--- src/rtl/uart_pkg.sv ---
// Shared definitions for the FIFO-draining UART transmitter:
// FSM state encoding, parity mode constants and the parity helper.
package uart_pkg;

  typedef enum logic [2:0] {
    IDLE,
    FETCH,
    LATCH,
    START,
    DATA,
    PAR,
    STOP
  } state_e;

  localparam int NONE = 0;
  localparam int EVEN = 1;
  localparam int ODD  = 2;

  function automatic logic parity_bit(input logic [7:0] data, input int mode);
    return (mode == ODD) ? ~(^data) : ^data;
  endfunction

endpackage

--- src/rtl/uart_bit_timer.sv ---
// Per-bit cycle counter: pulses bit_done on the last cycle of every bit
// and wraps to zero so each bit boundary restarts the count.
module uart_bit_timer #(
  parameter int CLKS_PER_BIT = 104
) (
  input  logic r_clk,
  input  logic rst_n,
  input  logic clear,
  input  logic run,
  output logic bit_done
);
  localparam int CNT_W = $clog2(CLKS_PER_BIT);
  localparam logic [CNT_W-1:0] LAST = CNT_W'(CLKS_PER_BIT - 1);

  logic [CNT_W-1:0] cnt_q, cnt_d;

  assign bit_done = run && (cnt_q == LAST);

  always_comb begin
    // NOTE: default first so every path assigns cnt_d and no latch is inferred.
    cnt_d = cnt_q;
    if (clear)    cnt_d = '0;
    else if (run) cnt_d = bit_done ? '0 : cnt_q + 1'b1;
  end

  always_ff @(posedge r_clk or negedge rst_n) begin
    // NOTE: non-blocking here so every flop samples pre-edge values.
    if (!rst_n) cnt_q <= '0;
    else        cnt_q <= cnt_d;
  end
endmodule

--- src/rtl/uart_tx_drain.sv ---
// UART transmitter that pulls bytes from a FIFO read port (re/q/empty)
// and serialises them as start, 8 data bits LSB first, optional parity, stop.
module uart_tx_drain
  import uart_pkg::*;
#(
  parameter int CLKS_PER_BIT = 104,
  parameter int PARITY       = 0,
  parameter int STOP_BITS    = 1
) (
  input  logic       r_clk,
  input  logic       rst_n,
  input  logic       en,
  input  logic       empty,
  input  logic [7:0] q,
  output logic       re,
  output logic       tx,
  output logic       busy
);
  if (CLKS_PER_BIT < 4) begin : g_bad_clks
    $error("uart_tx_drain: CLKS_PER_BIT must be 4 or more");
  end
  if (PARITY < NONE || PARITY > ODD) begin : g_bad_parity
    $error("uart_tx_drain: PARITY must be 0, 1 or 2");
  end
  if (STOP_BITS < 1 || STOP_BITS > 2) begin : g_bad_stop
    $error("uart_tx_drain: STOP_BITS must be 1 or 2");
  end

  localparam logic LAST_STOP = (STOP_BITS == 2);

  state_e     state_q, state_d;
  logic [7:0] shreg_q, shreg_d;
  logic [2:0] bit_idx_q, bit_idx_d;
  logic       stop_idx_q, stop_idx_d;
  logic       par_q, par_d;
  logic       tx_q, tx_d;
  logic       ready_q;
  logic       run, bit_done, fetch_ok;

  assign run      = state_q inside {START, DATA, PAR, STOP};
  assign fetch_ok = en && !empty;

  uart_bit_timer #(.CLKS_PER_BIT(CLKS_PER_BIT)) u_bit_timer (
    .r_clk    (r_clk),
    .rst_n    (rst_n),
    .clear    (!run),
    .run      (run),
    .bit_done (bit_done)
  );

  always_comb begin
    state_d    = state_q;
    shreg_d    = shreg_q;
    bit_idx_d  = bit_idx_q;
    stop_idx_d = stop_idx_q;
    par_d      = par_q;
    unique case (state_q)
      // ready_q holds off the first fetch until one edge after reset release
      IDLE:  if (ready_q && fetch_ok) state_d = FETCH;
      FETCH: state_d = LATCH;
      LATCH: begin
        shreg_d = q;
        par_d   = parity_bit(q, PARITY);
        state_d = START;
      end
      START: if (bit_done) state_d = DATA;
      DATA: if (bit_done) begin
        shreg_d   = {1'b0, shreg_q[7:1]};
        bit_idx_d = bit_idx_q + 3'd1;
        if (bit_idx_q == 3'd7) state_d = (PARITY != NONE) ? PAR : STOP;
      end
      PAR: if (bit_done) state_d = STOP;
      STOP: if (bit_done) begin
        if (stop_idx_q == LAST_STOP) begin
          stop_idx_d = 1'b0;
          state_d    = fetch_ok ? FETCH : IDLE;
        end else begin
          stop_idx_d = stop_idx_q + 1'b1;
        end
      end
      default: state_d = IDLE;
    endcase

    // tx trails the state by one cycle, giving a glitch-free registered line
    unique case (state_q)
      START:   tx_d = 1'b0;
      DATA:    tx_d = shreg_q[0];
      PAR:     tx_d = par_q;
      default: tx_d = 1'b1;
    endcase
  end

  always_ff @(posedge r_clk or negedge rst_n) begin
    if (!rst_n) begin
      state_q    <= IDLE;
      shreg_q    <= '0;
      bit_idx_q  <= '0;
      stop_idx_q <= 1'b0;
      par_q      <= 1'b0;
      tx_q       <= 1'b1;
      ready_q    <= 1'b0;
    end else begin
      state_q    <= state_d;
      shreg_q    <= shreg_d;
      bit_idx_q  <= bit_idx_d;
      stop_idx_q <= stop_idx_d;
      par_q      <= par_d;
      tx_q       <= tx_d;
      ready_q    <= 1'b1;
    end
  end

  assign re   = (state_q == FETCH);
  assign busy = (state_q != IDLE);
  assign tx   = tx_q;
endmodule

--- config.mk ---
export PLATFORM = sky130hd
export DESIGN_NAME = uart_tx_drain
export DESIGN_NICKNAME = d
export VERILOG_FILES = /design/src/rtl/uart_pkg.sv /design/src/rtl/uart_bit_timer.sv /design/src/rtl/uart_tx_drain.sv
export SDC_FILE = /design/constraint.sdc
export NUM_CORES = 1
export LEC_CHECK = 0
export CELL_PAD_IN_SITES_DETAIL_PLACEMENT = 1
export CELL_PAD_IN_SITES_GLOBAL_PLACEMENT = 1
export CORE_MARGIN = 5
export CORE_UTILIZATION = 42
export CTS_CLUSTER_SIZE = 20
export DETAILED_ROUTE_END_ITERATION = 12
export PLACE_DENSITY_LB_ADDON = 0.15
export SYNTH_ARGS = -nofsm -noshare
export SYNTH_HDL_FRONTEND = slang
export SYNTH_SLANG_ARGS = --single-unit
--- constraint.sdc ---
create_clock -name r_clk -period 1.6 [get_ports r_clk]
set_input_delay 0.32 -clock r_clk [delete_from_list [all_inputs] [get_ports r_clk]]
set_output_delay 0.32 -clock r_clk [all_outputs]
set_load 0.02 [all_outputs]
==> metrics.cfg, run 1 <==
[sta]
fin_crit_sh_pct = 98.8
fmax_ghz = 0.632
final_max_slew_viol_count = 0
rsz0062_at_grt = true
hold_violations = 0
min_period_ps = 1580
setup_violations = 0
setup_tns_ps = 0
finClkSkew_ps = 8.47
holdWs_ps = 348

[grt]
antenna_found_initial = 0
grt-ovfl-total = 0
grt_max_degree = 25
grt_pass1_vias = 970
grt_use_total_pct = 12.8
grt_pass1_wl_um = 4260

[flow_run]
cap_violations = 0

[clock_tree]
clockBufferDepth = 2
clk_latency_ps = 310
cts.clk_slew.worst_paths_ps = 130
cts_root_buf = clkbuf_4
htreeDepth = 1
clock-sinks = 24
hold_buffers = 0
cts_tree = yes
numCtsBuffers = 3

[cells_and_area]
area_delta_synth_final_pct = 23.4
drive_above_1_share_pct = 19.9
diodes = 0
nets = 162
final_design_area_no_fill_um2 = 1560

[synth]
synth_cells = 122
yosys_warnings = 0
async_flop_share_pct = 100
syn_avg_cell_area_um2 = 10.3
synth_fp_nets = 137
synth_seq_area_share_pct = 47.7
synth_flop_cell = dfrtp_1
syn_area_um2 = 1260
ys_ff_latch = 24
synth_cell_type_count = 37
synth-edff-count = 0

[floorplanning]
fp.dieArea_um2 = 4200
rows = 19
initial_core_util_pct = 44.6
fp.coreArea_um2 = 2830
die_w_um = 64.8
chipHeight_um = 64.8
ios = 15

[drt]
finalWirelength_um = 2550
dr.pass1.iters = 4
drc = 0
ant_nets = 0
via_per_inst = 5.23
dr_total_vias = 926
dr.first_iter.drc_count = 35
avgRoutedWirePerCell_um = 14.4

[pwr]
power.leakage_uw = 0.000719
ir_drop_mv = 0.758
p_per_area_nw_per_um2 = 1310

[critical_path]
arrival_ps = 1260
worstPathCellList = or3_1 > buf_6
max_stage_delay_ps = 430
cp-start-kind = flip-flop
crit_path_top_delay_cell = dfrtp_1
endpoint_kind = output pin
cp_max_fo = 4
cp.required_ps = 1280
critical_path_class = reg2out

[placed_design]
dpl.hpwl_um = 1930
dpl_cell_area_um2 = 1500
io_buffers = 14
gp_congestion = 0.688

[run_status]
status = complete, no violations

[worst_hold_path]
hold_path_class = in2async

==> metal layers <==
metal | track usage [%] | vias up | part of all wire, %
li1 | - | 464 | -
met1 | 16.8 | 451 | 48
met2 | 20.7 | 9 | 48
met3 | 2.94 | 2 | 2.7
met4 | 4.75 | 0 | 0.75
met5 | 0 | - | 0
==> synth_stat cells, types with 2 or more instances <==
master   count  area share (%)
dfrtp_1     23              46
nor2_1      17             5.1
a21oi_1     13             5.2
xnor2_1      9             6.2
mux2i_1      8             6.3
inv_1        4             1.2
nor2b_1      4             2.0
buf_2        3             1.2
ha_1         3             3.0
nand2_1      3            0.89
nand3_1      3             1.2
xor2_1       3             2.1
mux2_2       2             1.8
nor3_1       2            0.79
o21ai_0      2            0.79
o31ai_1      2             1.2
==> cell usage in the layout (no fill, tap or decap), types with 2 or more instances in the layout <==
master and n:
dfrtp_1 23, nor2_1 17, a21oi_1 13, clkdlybuf4s50_1 11
xnor2_1 9, buf_4 9, mux2i_1 8, inv_1 4
nor2b_1 3, nand2_1 3, xor2_1 3, ha_1 3
clkbuf_4 3, nor3_1 2, nand3_1 2, o31ai_1 2
o21ai_0 2, mux2_2 2, buf_6 2
==> power by group <==
| group | switching [µW] | internal [µW] | leakage [µW] |
|---|---|---|---|
| Clock | 179 | 97.3 | 0.0000150 |
| Combinational | 383 | 402 | 0.000415 |
| Sequential | 157 | 819 | 0.000289 |
| Total | 718 | 1320 | 0.000719 |
==> layout make-up <==
class,count,area (µm²)
fill,321,1270
multi-input combinational,89,642
sequential,24,602
timing repair buffer,25,234
tap,31,38.8
clock buffer,4,26.3
inverter,4,15.0
==> sequential cells by signal (all words and copies together) (netlist names) <==
register,cells
ready_q,1
bit_idx_q,3
par_q,1
u_bit_timer.cnt_q,7
shreg_q,8
state_q,3
tx,1
==> cells by family (layout without fill, tap and decap cells) <==
group | after synthesis | count (layout) | synth area share, %
XOR/XNOR | 13 | 13 | 9.61
AND/OR/NAND/NOR | 39 | 39 | 16.5
multiplexers | 10 | 10 | 8.13
adder cells (fa/ha/maj) | 3 | 3 | 2.97
buffers and inverters | 9 | 33 | 3.86
flip-flops | 24 | 24 | 47.7
AO/OA/AOI/OAI | 23 | 23 | 11.0
other | 1 | 1 | 0.297
==> stage by stage <==
stage	setup WS (ps)	power [µW]	util [%]	cells
finish	18.8	2040	55.1	177
global route	-44.7	2210	55.1	177
CTS	1.79	2030	53.9	177
detailed placement	-5.78	1770	53.1	173
global placement	1.24	1720	53.1	173
floorplan	186	1480	-	122
==> worst max-delay path: cells and delay by family, from the launching register on <==
family        cells  cell delay, ps
flops             1             430
simple gates      1             390
buf+inv           1             140
==> worst paths after layout <==
path,endpoint,startpoint,slack (ps),cells past startpoint
max in group asynchronous,tx,rst_n,960,2
min,ready_q,rst_n,350,2
max,busy,state_q[2],20,2
min reg2reg,u_bit_timer.cnt_q[0],u_bit_timer.cnt_q[0],470,1
min in group r_clk,u_bit_timer.cnt_q[0],u_bit_timer.cnt_q[0],470,1
max reg2reg,state_q[1],u_bit_timer.cnt_q[3],90,4
==> timing repair <==
| action | 4_1_cts | 5_1_grt |
|---|---|---|
| endpoints found under the setup margin | 3 | 16 |
| gates resized for setup | 9 | 10 |
| pin swaps | 0 | 0 |
| setup buffers | 0 | 0 |
Power figures use the tool's default switching activity.
==> inputs of run 2 (changes only) <==
- GPL_TIMING_DRIVEN: not set -> 1
==> results of run 2 <==
Final layout, timing and power as in run 1 (identical DEF).
